==> src/rtl/seq_add_pkg.sv <==
// Shared types and constants for the multi-cycle wide adder.
package seq_add_pkg;

  typedef enum logic [1:0] {
    IDLE = 2'd0,
    RUN  = 2'd1,
    DONE = 2'd2
  } state_e;

  localparam int unsigned N_DEF = 8;
  localparam int unsigned K_DEF = 4;

  // Chunk counter width: enough bits to hold K-1, never less than one bit.
  function automatic int unsigned cnt_width(input int unsigned k);
    return (k > 1) ? 32'($clog2(k)) : 32'd1;
  endfunction

endpackage

==> src/rtl/multi_bit_adder.sv <==
// N-bit propagate/generate adder; the per-chunk datapath of seq_wide_adder.
module multi_bit_adder #(
  parameter int unsigned n = 8
) (
  input  logic [n-1:0] a_i,
  input  logic [n-1:0] b_i,
  input  logic         cin_i,
  output logic [n-1:0] s_o,
  output logic         cout_o
);

  logic [n-1:0] p;
  logic [n-1:0] g;
  logic [n:0]   c;

  assign p = a_i ^ b_i;
  assign g = a_i & b_i;

  // Carry chain built from generate/propagate terms.
  always_comb begin
    c[0] = cin_i;
    for (int i = 0; i < int'(n); i++) begin
      c[i+1] = g[i] | (p[i] & c[i]);
    end
  end

  assign s_o    = p ^ c[n-1:0];
  assign cout_o = c[n];

endmodule

==> src/rtl/seq_wide_adder.sv <==
// Multi-cycle W = N*K bit adder reusing one N-bit adder, LSB chunk first.
// Optional feature macro: SEQ_ADD_SUB_EN adds a sub port (s = a - b).
module seq_wide_adder
  import seq_add_pkg::*;
#(
  parameter int unsigned N = N_DEF,
  parameter int unsigned K = K_DEF
) (
  input  logic           clk,
  input  logic           rst,
  input  logic           start,
  input  logic [N*K-1:0] a,
  input  logic [N*K-1:0] b,
  input  logic           cin,
`ifdef SEQ_ADD_SUB_EN
  input  logic           sub,
`endif
  output logic           busy,
  output logic           done,
  output logic [N*K-1:0] s,
  output logic           cout
);

  localparam int unsigned W  = N * K;
  localparam int unsigned CW = cnt_width(K);
  localparam logic [CW-1:0] CNT_LAST = CW'(K - 1);

  state_e          state_q;
  logic [CW-1:0]   cnt_q;
  logic [CW-1:0]   cnt_d;
  logic [W-1:0]    a_q;
  logic [W-1:0]    b_q;
  logic            carry_q;
  logic [W-1:0]    s_q;
  logic            cout_q;
  logic            busy_q;
  logic            done_q;

  logic [N-1:0]    chunk_a;
  logic [N-1:0]    chunk_b;
  logic [N-1:0]    chunk_s;
  logic            chunk_cout;

  // Select the current chunk of each latched operand.
  assign chunk_a = a_q[32'(cnt_q) * N +: N];
  assign chunk_b = b_q[32'(cnt_q) * N +: N];
  assign cnt_d   = cnt_q + CW'(1);

  multi_bit_adder #(
    .n (N)
  ) u_adder (
    .a_i    (chunk_a),
    .b_i    (chunk_b),
    .cin_i  (carry_q),
    .s_o    (chunk_s),
    .cout_o (chunk_cout)
  );

  // Sequencer: accept in IDLE/DONE, one chunk per cycle in RUN, pulse done.
  always_ff @(posedge clk) begin
    if (rst) begin
      state_q <= IDLE;
      cnt_q   <= '0;
      a_q     <= '0;
      b_q     <= '0;
      carry_q <= 1'b0;
      s_q     <= '0;
      cout_q  <= 1'b0;
      busy_q  <= 1'b0;
      done_q  <= 1'b0;
    end else begin
      case (state_q)
        IDLE, DONE: begin
          done_q <= 1'b0;
          if (start) begin
            a_q     <= a;
`ifdef SEQ_ADD_SUB_EN
            // Subtract as a + ~b + 1; cin is ignored when sub is set.
            b_q     <= sub ? ~b : b;
            carry_q <= sub ? 1'b1 : cin;
`else
            b_q     <= b;
            carry_q <= cin;
`endif
            cnt_q   <= '0;
            busy_q  <= 1'b1;
            state_q <= RUN;
          end else begin
            state_q <= IDLE;
          end
        end
        RUN: begin
          s_q[32'(cnt_q) * N +: N] <= chunk_s;
          carry_q                  <= chunk_cout;
          if (cnt_q == CNT_LAST) begin
            cout_q  <= chunk_cout;
            busy_q  <= 1'b0;
            done_q  <= 1'b1;
            state_q <= DONE;
          end else begin
            cnt_q <= cnt_d;
          end
        end
        default: begin
          busy_q  <= 1'b0;
          done_q  <= 1'b0;
          state_q <= IDLE;
        end
      endcase
    end
  end

  assign busy = busy_q;
  assign done = done_q;
  assign s    = s_q;
  assign cout = cout_q;

endmodule

==> config.mk <==
export PLATFORM = sky130hd
export DESIGN_NAME = seq_wide_adder
export DESIGN_NICKNAME = d
export VERILOG_FILES = /design/src/rtl/seq_add_pkg.sv /design/src/rtl/multi_bit_adder.sv /design/src/rtl/seq_wide_adder.sv
export SDC_FILE = /design/constraint.sdc
export NUM_CORES = 1
export LEC_CHECK = 0
export ABC_AREA = 1
export BUFFER_PORTS_ARGS = -buffer_cell sky130_fd_sc_hd__buf_2
export CORE_MARGIN = 2
export CORE_UTILIZATION = 40
export CTS_CLUSTER_SIZE = 25
export DETAILED_ROUTE_END_ITERATION = 6
export PLACE_DENSITY = 0.73
export SYNTH_ARGS = -nofsm -noshare
export SYNTH_HDL_FRONTEND = slang
export SYNTH_SLANG_ARGS = --single-unit
==> constraint.sdc <==
create_clock -name clk -period 4.3 [get_ports clk]
set_input_delay 0.86 -clock clk [delete_from_list [all_inputs] [get_ports clk]]
set_output_delay 0.86 -clock clk [all_outputs]
set_load 0.03 [all_outputs]
# Yosys cells after proc, flatten, opt, wreduce, memory -nomap -nowiden
# Cells that the tools add are included.
# W data, S select, Z words.
[totals]
input_bits = 68
reg_bits = 104
word_cells = 62
out_inout_bits = 35
[op_classes]
n_mux = 12
add_sub_neg = 2
n_eq_ne = 6
bitwise = 20
n_reduce_logical = 9
n_shift = 4
[op_table]
columns = ["op", "count"]
rows = [
  ["$shiftx A32 B6 Y8", 2],
  ["$neg A5 Y34", 1],
  ["$shift A8 B34 Y32 const A", 1],
  ["$shiftx A8 B34 Y32", 1],
  ["$bwmux W32", 1],
  ["$xor A8 B8 Y8", 2],
  ["$and A1 B1 Y1", 8],
  ["$and A8 B8 Y8", 1],
  ["$or A1 B1 Y1", 8],
  ["$pmux W2 S2", 2],
  ["$reduce_and A2 Y1", 4],
  ["$mux W2", 3],
  ["$ne A2 B2 Y1 const B", 3],
  ["$eq A2 B2 Y1 const B", 2],
  ["$mux W1", 4],
  ["$pmux W1 S2", 2],
  ["$reduce_or A2 Y1", 2],
  ["$reduce_and A3 Y1", 1],
  ["$add A2 B1 Y2 const B", 1],
  ["$eq A2 B1 Y1 const B", 1],
  ["$logic_not A2 Y1", 1],
  ["$reduce_bool A2 Y1", 1],
  ["$not A1 Y1", 1],
]

# Logic depth before layout (Yosys ltp)
# Gate-level depths: netlist of run 1.
[logic_depth]
depth_word = 19
depth_mapped = 19
ltp_nobuf = 18

# By module
# A second synthesis of run 1 with hierarchy kept.
[unflattened]
hier_cells = 604
hier_area_um2 = 4601.9
[modules_own_cells]
columns = ["module", "cells_each", "n_inst", "area_per_inst_um2", "seq_area_each_um2"]
rows = [
  ["seq_wide_adder", 586, 1, 4404.2, 2082.0],
  ["multi_bit_adder", 18, 1, 197.7, 0.0],
]

# Least setup slack after synthesis of run 1
# Ideal clock, no wire load.
[synth_timing]
kind = "reg2reg"
from = "register cnt_q[0]"
to = "register s_q[15], in the netlist s[15]"
stages_incl_launch_ff = 19
period_less_slack_ns = 4.370
slack_ns = -0.070
path_buffers = 2
arrival_time_ns = 4.243
path_cell_list = "dfxtp_1 > buf_4 > clkbuf_1 > o21ai_0 > o22ai_1 > fa_1 > inv_1 > fa_1 > fa_1 > fa_1 > fa_1 > fa_1 > fa_1 > inv_1 > fa_1 > nand3_1 > nor2_1 > nor2_1 > nor2_1"
[synth_via]
elab_chain_cells = 19
word_cells_on_any_way = 23
cone_classes = "add/sub: 1; shift: 4; mux: 1; bitwise: 17"
[synth_lines]
columns = ["item", "line_no", "text"]
rows = [
  ["from (decl)", "seq_wide_adder.sv:29", "logic [CW-1:0] cnt_q;"],
  ["from (signal assigned)", "seq_wide_adder.sv:101", "cnt_q <= cnt_d;"],
  ["$shiftx A32 B6 Y8 (on tied branches)", "seq_wide_adder.sv:45, seq_wide_adder.sv:46", ""],
  ["$xor A8 B8 Y8", "multi_bit_adder.sv:16", "assign p = a_i ^ b_i;"],
  ["$and A1 B1 Y1", "multi_bit_adder.sv:23", "c[i+1] = g[i] | (p[i] & c[i]);"],
  ["$or A1 B1 Y1", "multi_bit_adder.sv:23", ""],
  ["$and A1 B1 Y1", "multi_bit_adder.sv:23", ""],
  ["$or A1 B1 Y1", "multi_bit_adder.sv:23", ""],
  ["$and A1 B1 Y1", "multi_bit_adder.sv:23", ""],
  ["$or A1 B1 Y1", "multi_bit_adder.sv:23", ""],
  ["(+3 left out)", "n/a", ""],
  ["$or A1 B1 Y1", "multi_bit_adder.sv:23", ""],
  ["$and A1 B1 Y1", "multi_bit_adder.sv:23", ""],
  ["$or A1 B1 Y1", "multi_bit_adder.sv:23", ""],
  ["$and A1 B1 Y1", "multi_bit_adder.sv:23", ""],
  ["$or A1 B1 Y1", "multi_bit_adder.sv:23", ""],
  ["$xor A8 B8 Y8", "multi_bit_adder.sv:27", "assign s_o = p ^ c[n-1:0];"],
  ["$shiftx A8 B34 Y32", "seq_wide_adder.sv:93", "s_q[32'(cnt_q) * N +: N] <= chunk_s;"],
  ["$bwmux W32 (*)", "seq_wide_adder.sv:93", ""],
  ["to (signal, indexed assignment)", "seq_wide_adder.sv:93", ""],
  ["to (decl)", "seq_wide_adder.sv:34", "logic [W-1:0] s_q;"],
]
# Mark *: on every way between the ends. The rest lies on a longest branch, timed or not.
# A chain may end at the register's enable or synchronous reset.

# Worst setup path in the final report of run 1
# Ends and elaborated chain as after synthesis.

==> impl_metrics.csv, run 1 <==
group,metric,value,unit
placement,place_inst,863,
detailed_routing,vias,4213,
detailed_routing,vias_per_cell,4.793,
job,maxCapViolCount,0,
timing,finalCriticalPeriod,4.116,ns
clocking,numCtsBuffers,9,
detailed_routing,drt_iter0_drc,252,
setup_path,r2r_cells,17,
global_route,grt_start_max_net_pins,73,
timing,maxSlewViolCount,0,
hold_path,hp-class,"flip-flop to flip-flop",
clocking,cts_sinks,104,
clocking,cts_hold_buffers,0,
final_layout,multi_input_area,2218,um2
setup_path,cp_max_fo,6,
yosys,synthCells,641,
floorplan,row_count,39,
detailed_routing,routed_wl,11140,um
final_layout,fillers,1132,
timing,grt_setup_unrepaired,"false",
floorplan,die-area,12470,um2
clocking,clkTransAtPathRegs,0.07,ns
detailed_routing,detail_route.wl_per_cell,12.67,um
setup_path,worstSetupPathType,"flip-flop to flip-flop",
final_layout,final_common_cell,"nor2_1",
clocking,cts.htree.levels,3,
detailed_routing,drtPass1Iterations,4,
placement,hpwl,8405,um
clocking,clock_latency,0.35,ns
yosys,syn-mean-instance-area,7.236,um2
yosys,ys_seq_elements,104,
hold_path,whs_path_depth,2,
setup_path,cp_data_required_time,4.51,ns
yosys,yosysWarnings,0,
yosys,synthDistinctLibCells,27,
final_layout,regArea,2085,um2
yosys,ys.flop_type,"dfxtp_1",
setup_path,start_kind,"flip-flop",
global_route,track_usage,17.96,%
placement,port_buffers,102,
clocking,clk_path_buf_depth,2,
yosys,yosysTopAreaCell,"dfxtp_1",
placement,gp_congestion,0.8601,
detailed_routing,post-route-drc-count,0,
setup_path,crit_buf_inv,3,
final_layout,fin_util,49.15,%
floorplan,die_w,111.7,um
global_route,grt_pass1_vias,3872,
floorplan,core,11370,um2
power_and_ir_drop,power_density,411.8,nW/um2
final_layout,syn2layout_area_growth,20.47,%
final_layout,n_antenna_cell,0,
setup_path,path_delay_family,"adder cells",
setup_path,arrival,4.33,ns
timing,hold_viol_final,0,
final_layout,final_cell_mix,"nor2_1, dfxtp_1, buf_2, nand2_1, o21ai_1",
timing,relSlewSlack,22.21,%
clocking,root_buffer,"clkbuf_16",
setup_path,critPathMostFrequentCell,"fa_2",
setup_path,cp.depth,17,
setup_path,cpMaxStageDelayCell,"fa_1",
setup_path,crit_end,"s[15]",
setup_path,reg2reg_from,"cnt_q[0]",
timing,tns,0,ns
final_layout,fin_nets,812,
timing,fin_skew,0.01154,ns
yosys,synth_nets,722,
setup_path,crit_chain,"buf_4, o21ai_0, o22ai_1, fa_2, inv_1, fa_2, fa_2, fa_2, fa_2, fa_2, fa_1, inv_1, fa_1, nand3_2, nor2_1, nor2_1, nor2_1",
setup_path,crit_start,"cnt_q[0]",
timing,worstMarginPinSlew,1.163,ns
yosys,yosysSeqAreaShare,44.89,%
status,outcome,"completed",
timing,whs,0.4622,ns
setup_path,max_stage_delay,0.46,ns
timing,setup_viol,0,
timing,fmax,243.0,MHz
setup_path,r2r_end,"s[15]",
yosys,synth_edf_count,0,
global_route,overflow,0,
clocking,cts_tree,"yes",
final_layout,fin_cells,879,
detailed_routing,ant_nets,0,
yosys,ys_async_sr_fraction,0,%
power_and_ir_drop,finalPower,2.301,mW
yosys,synth_top_area_share,44.89,%
yosys,synthTopCellsByArea,"dfxtp_1, nor2_1, o21ai_1",
timing,post-route-period-util,95.72,%
yosys,syn_area,4638,um2
floorplan,start_util,40.79,%
power_and_ir_drop,ir_drop,0.2184,mV
setup_path,rrSetupSlack,0.18,ns
floorplan,num_io_pins,103,
global_route,grt_pass1_wl,18200,um
floorplan,die_y,111.7,um
global_route,antenna_found_initial,0,
final_layout,drive_gt1_share,22.96,%
power_and_ir_drop,leakagePower,2.510,nW
setup_path,crit_path_end_kind,"flip-flop",
[worst min-delay path: cells and delay by family (launching register included)]
| kind | cells | cell delay [ns] |
|---|---|---|
| AO/OA/AOI/OAI | 1 | 0.05 |
| flip-flops | 1 | 0.31 |
| AND/OR/NAND/NOR | 1 | 0.06 |
[worst min path at each step]
stage / startpoint / endpoint / slack [ns]
CTS: s[1] / s[1] / 0.47
global placement: a_q[5] / a_q[5] / 0.45
floorplan: a_q[1] / a_q[1] / 0.42
global route: s[22] / s[22] / 0.49
finish: s[1] / s[1] / 0.46
detailed placement: a_q[16] / a_q[16] / 0.45
[power breakdown]
| part | internal, mW | switching (mW) |
|---|---|---|
| registers | 1.02 | 0.0374 |
| clock network | 0.464 | 0.378 |
| logic | 0.147 | 0.249 |
[layout make-up]
cell class	instances	area share (%)
inverter	46	3.202
timing repair buffer	116	11.02
sequential	104	37.30
tap	143	3.202
clock buffer	9	4.030
multi-input combinational	454	39.70
clock inverter	7	1.545
[synthesized netlist by cell type (all sizes together), types with 2 or more instances]
| cell type | count |
|---|---|
| nand3 | 18 |
| nor2 | 192 |
| clkbuf | 14 |
| buf | 23 |
| ha | 5 |
| a21oi | 50 |
| nand4 | 2 |
| nor3 | 2 |
| dfxtp | 104 |
| fa | 8 |
| inv | 42 |
| o21ai | 104 |
| o22ai | 3 |
| nand2 | 69 |
| clkinv | 4 |
[kinds of logic (layout without fill, tap and decap cells)]
group | Yosys count | count (layout) | synth area share, %
buf+inv | 83 | 178 | 7.796
fa+ha+maj | 13 | 13 | 4.802
compound gates | 157 | 157 | 17.83
simple gates | 284 | 284 | 24.68
flops | 104 | 104 | 44.89
[routing by layer]
layer / routed length [um] / global-route usage, % / part of all wire, %
met5: 0 / 0 / 0
met2: 5021 / 28.65 / 45
met4: 199 / 5.267 / 1.8
met1: 5311 / 24.32 / 48
met3: 608 / 4.355 / 5.5
[metrics by stage]
step           worst slack [ns]  instance area [um2]
4_1_cts                 0.02981                 5573
5_1_grt                 0.01413                 5588
2_1_floorplan          0.009671                 4642
6_report                 0.1840                 5588
3_3_place_gp          -0.009543                 5248
3_5_place_dp           -0.07112                 5248
[flip-flops by register name, summed over array words and instances (netlist names)]
signal and cells:
b_q 32, a_q 32, busy 1, state_q 2, cnt_q 2, s 32
cout 1, carry_q 1, done 1
[repair_timing]
action | 4_1_cts | 5_1_grt
resized for setup | 7 | 5
hold endpoints to repair | 0 | 0
setup endpoints to repair | 4 | 4
pin swaps | 3 | 3
buffers inserted | 0 | 0
gates cloned | 0 | 0
No activity file was read; power rests on OpenSTA's default activity.
==> inputs of run 2 (changes only) <==
--- a/config.mk
+++ b/config.mk
@@ -5,13 +5,12 @@
 export SDC_FILE = /design/constraint.sdc
 export NUM_CORES = 1
 export LEC_CHECK = 0
-export ABC_AREA = 1
-export BUFFER_PORTS_ARGS = -buffer_cell sky130_fd_sc_hd__buf_2
 export CORE_MARGIN = 2
 export CORE_UTILIZATION = 40
 export CTS_CLUSTER_SIZE = 25
 export DETAILED_ROUTE_END_ITERATION = 6
-export PLACE_DENSITY = 0.73
+export DONT_BUFFER_PORTS = 1
+export PLACE_DENSITY = 0.65
 export SYNTH_ARGS = -nofsm -noshare
 export SYNTH_HDL_FRONTEND = slang
 export SYNTH_SLANG_ARGS = --single-unit
==> run 2 against run 1 <==
  * Sequential power hardly changed
  * Clock power down 31%
  * Largest power group unchanged
  * Area after synthesis shrank 6.6%
==> impl_metrics.csv, run 2 <==
group,metric,value,unit
yosys,ys_seq_elements,104,
detailed_routing,post-route-drc-count,0,
detailed_routing,vias,3160,
final_layout,fin_cells,589,
power_and_ir_drop,power_density,395.4,nW/um2
yosys,synth_top_area_share,48.08,%
placement,port_buffers,0,
detailed_routing,detail_route.wl_per_cell,17.26,um
power_and_ir_drop,internal_power,1.313,mW
global_route,grt_start_max_net_pins,106,
clocking,clkTransAtPathRegs,0.10,ns
detailed_routing,routed_wl,10170,um
clocking,cts_resized,0,
setup_path,cp_data_required_time,4.56,ns
yosys,synthCells,462,
yosys,syn-mean-instance-area,9.373,um2
power_and_ir_drop,swShare,28.11,%
yosys,synth_common_cells,"nand2_1, dfxtp_1, a21oi_1",
yosys,synth_nets,543,
yosys,yosysWarnings,0,
yosys,yosysMostFrequentCell,"nand2_1",
clocking,clock_latency,0.36,ns
setup_path,arrival,4.39,ns
yosys,synthTopCellsByArea,"dfxtp_1, nand2_1, mux4_2",
hold_path,hp-class,"flip-flop to flip-flop",
floorplan,num_io_pins,103,
final_layout,syn2layout_area_growth,6.674,%
clocking,cts_tree,"yes",
yosys,ys.flop_type,"dfxtp_1",
yosys,ys_async_sr_fraction,0,%
clocking,root_buffer,"clkbuf_8",
power_and_ir_drop,combPwrFrac,11.2,%
clocking,post-cts-setup-buffer-count,0,
setup_path,crit_path_end_kind,"flip-flop",
timing,maxSlewViolCount,0,
placement,hpwl,7294,um
timing,hold_viol_final,0,
power_and_ir_drop,p_seq_share,57.1,%
timing,fin_skew,0.01207,ns
setup_path,worstSetupPathType,"flip-flop to flip-flop",
setup_path,cp_max_fo,5,
timing,post-route-period-util,96.00,%
setup_path,cpMaxStageDelayCell,"fa_1",
floorplan,die-area,11670,um2
yosys,yosysTopAreaCell,"dfxtp_1",
setup_path,max_stage_delay,0.46,ns
timing,tns,0,ns
clocking,cts_hold_buffers,0,
placement,gp_congestion,0.8548,
detailed_routing,vias_per_cell,5.365,
detailed_routing,ant_nets,0,
timing,relSlewSlack,29.00,%
yosys,syn_area,4330,um2
timing,grt_setup_unrepaired,"false",
setup_path,critPathMostFrequentCell,"fa_1",
floorplan,start_util,41.57,%
global_route,antenna_found_initial,0,
final_layout,n_antenna_cell,0,
floorplan,row_count,37,
detailed_routing,drt_iter0_drc,172,
job,maxCapViolCount,0,
final_layout,final_common_cell,"nand2_1",
timing,finalCriticalPeriod,4.128,ns
global_route,grt_pass1_vias,3122,
power_and_ir_drop,pwr-share-clk,31.7,%
floorplan,core,10420,um2
yosys,synthDistinctLibCells,33,
final_layout,fin_nets,529,
power_and_ir_drop,leakagePower,1.585,nW
final_layout,drive_gt1_share,11.70,%
global_route,track_usage,17.47,%
detailed_routing,drtPass1Iterations,4,
global_route,grt_pass1_wl,15710,um
clocking,cts_sinks,104,
yosys,synth_edf_count,0,
floorplan,die_y,108.1,um
clocking,numCtsBuffers,9,
final_layout,final_cell_mix,"nand2_1, dfxtp_1, a21oi_1, inv_1, mux4_2",
placement,place_inst,573,
timing,fmax,242.3,MHz
floorplan,die_w,108.1,um
power_and_ir_drop,ir_drop,0.1628,mV
global_route,overflow,0,
clocking,clk_path_buf_depth,2,
setup_path,start_kind,"flip-flop",
timing,worstMarginPinSlew,1.065,ns
setup_path,rrSetupSlack,0.17,ns
status,outcome,"completed",
timing,setup_viol,0,
power_and_ir_drop,switchingPower,513.5,uW
clocking,cts.htree.levels,3,
setup_path,crit_chain,"buf_4, mux4_2, fa_1, inv_1, fa_1, fa_1, fa_1, fa_1, fa_2, fa_1, inv_1, fa_1, a22o_1",
yosys,yosysSeqAreaShare,48.08,%
-- run 2: cell types whose count changed after synthesis, moves of 12 or more --
cell       delta
a21oi_1      +30
buf_2        -15
inv_1        -16
mux4_2       +16
nand2_1      +63
nand2b_1     +16
nand3_1      -14
nor2_1      -182
o21ai_0      -38
o21ai_1      -65
o2bb2ai_1    +12
-- run 2: per-stage QoR --
| step | worst slack [ns] | util (%) | hold slack [ns] | cell area (um2) | total power, mW |
|---|---|---|---|---|---|
| after global placement | 0.1664 | 42.47 | 0.4339 | 4424 | 1.265 |
| after CTS | 0.08822 | 44.28 | 0.4559 | 4612 | 1.846 |
| after detailed placement | 0.1027 | 42.47 | 0.4407 | 4424 | 1.272 |
| final | 0.1721 | 44.35 | 0.4597 | 4619 | 1.827 |
| after floorplan | 0.02220 | - | 0.4331 | 4337 | 1.223 |
| after global routing | 0.009877 | 44.35 | 0.4730 | 4619 | 1.920 |
-- run 2: logic make-up (layout without fill, tap and decap cells) --
logic type / Yosys count / in the layout / synth area share (%)
simple gates: 170 / 170 / 17.16
mux: 17 / 17 / 8.553
buf+inv: 54 / 45 / 5.143
compound gates: 104 / 104 / 15.92
fa+ha+maj: 13 / 13 / 5.143
flops: 104 / 104 / 48.08
-- run 2: layer usage --
metal | track usage [%] | share of wire, % | vias to the layer above
li1 | - | - | 1549
met5 | 0 | 0 | -
met1 | 22.32 | 45 | 1514
met4 | 4.762 | 1.2 | 0
met3 | 5.787 | 7.5 | 11
met2 | 28.39 | 47 | 86
-- run 2: power groups by stage --
stage	registers (mW)	logic [mW]	clock network, mW
finish	1.04	0.205	0.578
global route	1.05	0.229	0.642
CTS	1.04	0.207	0.595
detailed placement	1.07	0.207	0
global placement	1.06	0.201	0
floorplan	1.05	0.169	0
-- run 2: final cells by class --
class	count	area [um2]
fillers	1040	5797
flip-flops and latches	104	2087
multi-input cells	304	2032
well taps	136	170.2
clock buffers	9	123.9
inverters	20	75.07
repair buffers	9	67.56
clock inverters	7	63.81
-- run 2: final timing paths --
path,depth (start not counted),startpoint,end
hold reg to reg,2,b_q[24],b_q[24]
setup reg to reg,13,cnt_q[0],s[7]
setup / recovery,13,cnt_q[0],s[7]
hold / removal,2,b_q[24],b_q[24]
-- run 2: critical path, delay by kind of cell (launching register included) --
family,cells,cell delay (ns)
compound gates,1,0.23
flops,1,0.38
mux,1,0.22
buf+inv,3,0.28
fa+ha+maj,8,2.91
==> inputs of run 3 (changes only) <==
--- a/config.mk
+++ b/config.mk
@@ -11,6 +11,7 @@
 export DETAILED_ROUTE_END_ITERATION = 6
 export DONT_BUFFER_PORTS = 1
 export PLACE_DENSITY = 0.65
+export SETUP_SLACK_MARGIN = 0.2
 export SYNTH_ARGS = -nofsm -noshare
 export SYNTH_HDL_FRONTEND = slang
 export SYNTH_SLANG_ARGS = --single-unit
==> run 3 against run 2 <==
  * Cell count is 0.34% lower
  * Clock skew is 0.00090 ns higher
  * Highest routed layer unchanged
  * Sequential share of layout area is 0.073 points lower
  * Wire length is 0.54% lower
  * First-iteration DRC count is 27% higher
  * Utilization is 0.072 points higher
  * Critical path depth is 1 lower
  * Clock-buffer cell count is 1 higher
  * Final area is 0.16% higher
==> impl_metrics.csv, run 3 (synthesized netlist as in run 2, its figures left out) <==
group,metric,value,unit
detailed_routing,routed_wl,10110,um
clocking,numCtsBuffers,9,
power_and_ir_drop,pwr-share-clk,32.6,%
setup_path,rrSetupSlack,0.39,ns
clocking,cts.htree.levels,3,
detailed_routing,post-route-drc-count,0,
power_and_ir_drop,internal_power,1.363,mW
power_and_ir_drop,power_density,401.4,nW/um2
timing,tns,0,ns
final_layout,drive_gt1_share,12.20,%
setup_path,crit_chain,"mux4_2, fa_1, inv_1, fa_2, fa_2, fa_2, fa_2, fa_2, fa_1, inv_1, fa_2, a22o_1",
detailed_routing,ant_nets,0,
hold_path,whs_path_depth,2,
global_route,track_usage,17.81,%
detailed_routing,detail_route.wl_per_cell,17.22,um
clocking,cts_tree,"yes",
placement,dp_slack,0.1854,ns
hold_path,hp-class,"flip-flop to flip-flop",
power_and_ir_drop,swShare,26.62,%
setup_path,reg2reg_from,"cnt_q[0]",
detailed_routing,drt_iter0_drc,219,
global_route,grt_start_max_net_pins,106,
power_and_ir_drop,p_seq_share,56.1,%
setup_path,r2r_end,"s[23]",
final_layout,fin_nets,527,
final_layout,n_antenna_cell,0,
setup_path,cp_max_fo,7,
detailed_routing,top_layer,"met4",
setup_path,cp_data_required_time,4.57,ns
detailed_routing,wl_met1,4404,um
setup_path,r2r_cells,12,
timing,finalCriticalPeriod,3.912,ns
timing,setup_viol,0,
power_and_ir_drop,finalPower,1.857,mW
timing,fin_ws,0.3884,ns
timing,fin_skew,0.01297,ns
floorplan,row_count,37,
setup_path,path_delay_family,"adder cells",
status,outcome,"completed",
setup_path,arrival,4.18,ns
hold_path,hold_start,"b_q[6]",
floorplan,num_io_pins,103,
clocking,cts_sinks,104,
timing,fmax,255.7,MHz
floorplan,core,10420,um2
placement,port_buffers,0,
detailed_routing,route.met3.wl,749,um
final_layout,final_common_cell,"nand2_1",
timing,maxSlewViolCount,0,
power_and_ir_drop,ir_drop,0.2078,mV
detailed_routing,wl_met2,4852,um
setup_path,max_stage_delay,0.46,ns
final_layout,regArea,2087,um2
job,maxCapViolCount,0,
detailed_routing,vias,3147,
setup_path,worstSetupPathType,"flip-flop to flip-flop",
global_route,overflow,0,
floorplan,start_util,41.57,%
final_layout,fin_util,44.42,%
timing,relSlewSlack,28.23,%
final_layout,final_cell_mix,"nand2_1, dfxtp_1, a21oi_1, inv_1, mux4_2",
detailed_routing,vias_per_cell,5.361,
global_route,antenna_found_initial,0,
detailed_routing,drtPass1Iterations,5,
setup_path,crit_buf_inv,2,
setup_path,cpMaxStageDelayCell,"fa_2",
floorplan,die-area,11670,um2
setup_path,start_kind,"flip-flop",
power_and_ir_drop,leakagePower,1.574,nW
clocking,clkTransAtPathRegs,0.10,ns
final_layout,syn2layout_area_growth,6.848,%
power_and_ir_drop,combPwrFrac,11.3,%
setup_path,crit_path_end_kind,"flip-flop",
setup_path,critPathMostFrequentCell,"fa_2",
global_route,grt_pass1_wl,16040,um
power_and_ir_drop,switchingPower,494.4,uW
floorplan,die_y,108.1,um
clocking,clock_latency,0.36,ns
final_layout,multi_input_area,2044,um2
clocking,root_buffer,"clkbuf_8",
timing,post-route-period-util,90.97,%
placement,hpwl,7208,um
clocking,clk_path_buf_depth,2,
timing,hold_viol_final,0,
floorplan,die_w,108.1,um
global_route,grt_pass1_vias,3084,
hold_path,min_to,"b_q[6]",
timing,whs,0.4577,ns
timing,worstMarginPinSlew,1.076,ns
placement,gp_congestion,0.7890,
final_layout,fillers,1012,
timing,grt_setup_unrepaired,"false",
run 3: changes by cell type in the layout (fill, tap and decap cells not counted), sizes merged:
cell      previous run  this run
buf                  9         7
bufinv               0         1
clkbuf               9        10
clkinvlp             2         3
inv                 23        20
run 3: power by group through the flow:
stage               logic, mW  clock network, mW  registers [mW]
floorplan               0.172                  0            1.05
global placement        0.201                  0            1.06
detailed placement      0.204                  0            1.07
CTS                     0.205              0.626            1.04
global route            0.232              0.666            1.05
finish                  0.210              0.605            1.04
run 3: final cells by class:
class,instances,share of cell area [%]
clock buffer,10,2.758
clock inverter,6,1.514
inverter,20,1.622
multi-input combinational,304,44.19
sequential,104,45.11
tap,136,3.678
timing repair buffer,7,1.136
run 3: what timing repair did:
item                                    CTS  global route
endpoints found under the setup margin    4             5
buffers inserted                          0             2
hold endpoints to repair                  0             0
pin swaps                                 0             1
gates cloned                              0             0
gates resized for setup                   1             5
hold buffers                              0             0
run 3: worst max-delay path by stage:
stage / from / to / slack (ns) / depth (start not counted)
after CTS: cnt_q[0] / s[23] / 0.24 / 12
after floorplan: cnt_q[1] / s[23] / 0.23 / 14
after detailed placement: cnt_q[1] / s[23] / 0.19 / 12
after global placement: cnt_q[1] / s[7] / 0.24 / 12
after global routing: cnt_q[0] / s[31] / 0.26 / 13
final: cnt_q[0] / s[23] / 0.39 / 12
run 3: per-stage QoR:
step	instance area, um2	cells
3_3_place_gp	4400	569
6_report	4627	587
5_1_grt	4627	587
2_1_floorplan	4365	462
4_1_cts	4599	585
3_5_place_dp	4400	569
run 3: worst register-to-register path, delay by kind of cell, from the launching register on:
kind	cells	cell delay, ns
buffers and inverters	2	0.13
AOI/OAI and AO/OA	1	0.22
DFF	1	0.39
muxes	1	0.35
adders and majority gates	8	2.74
run 3: metal layers:
metal | track usage, % | vias up
met3 | 6.872 | 9
li1 | - | 1541
met4 | 3.755 | 0
met5 | 0 | -
met1 | 22.88 | 1503
met2 | 28.66 | 94
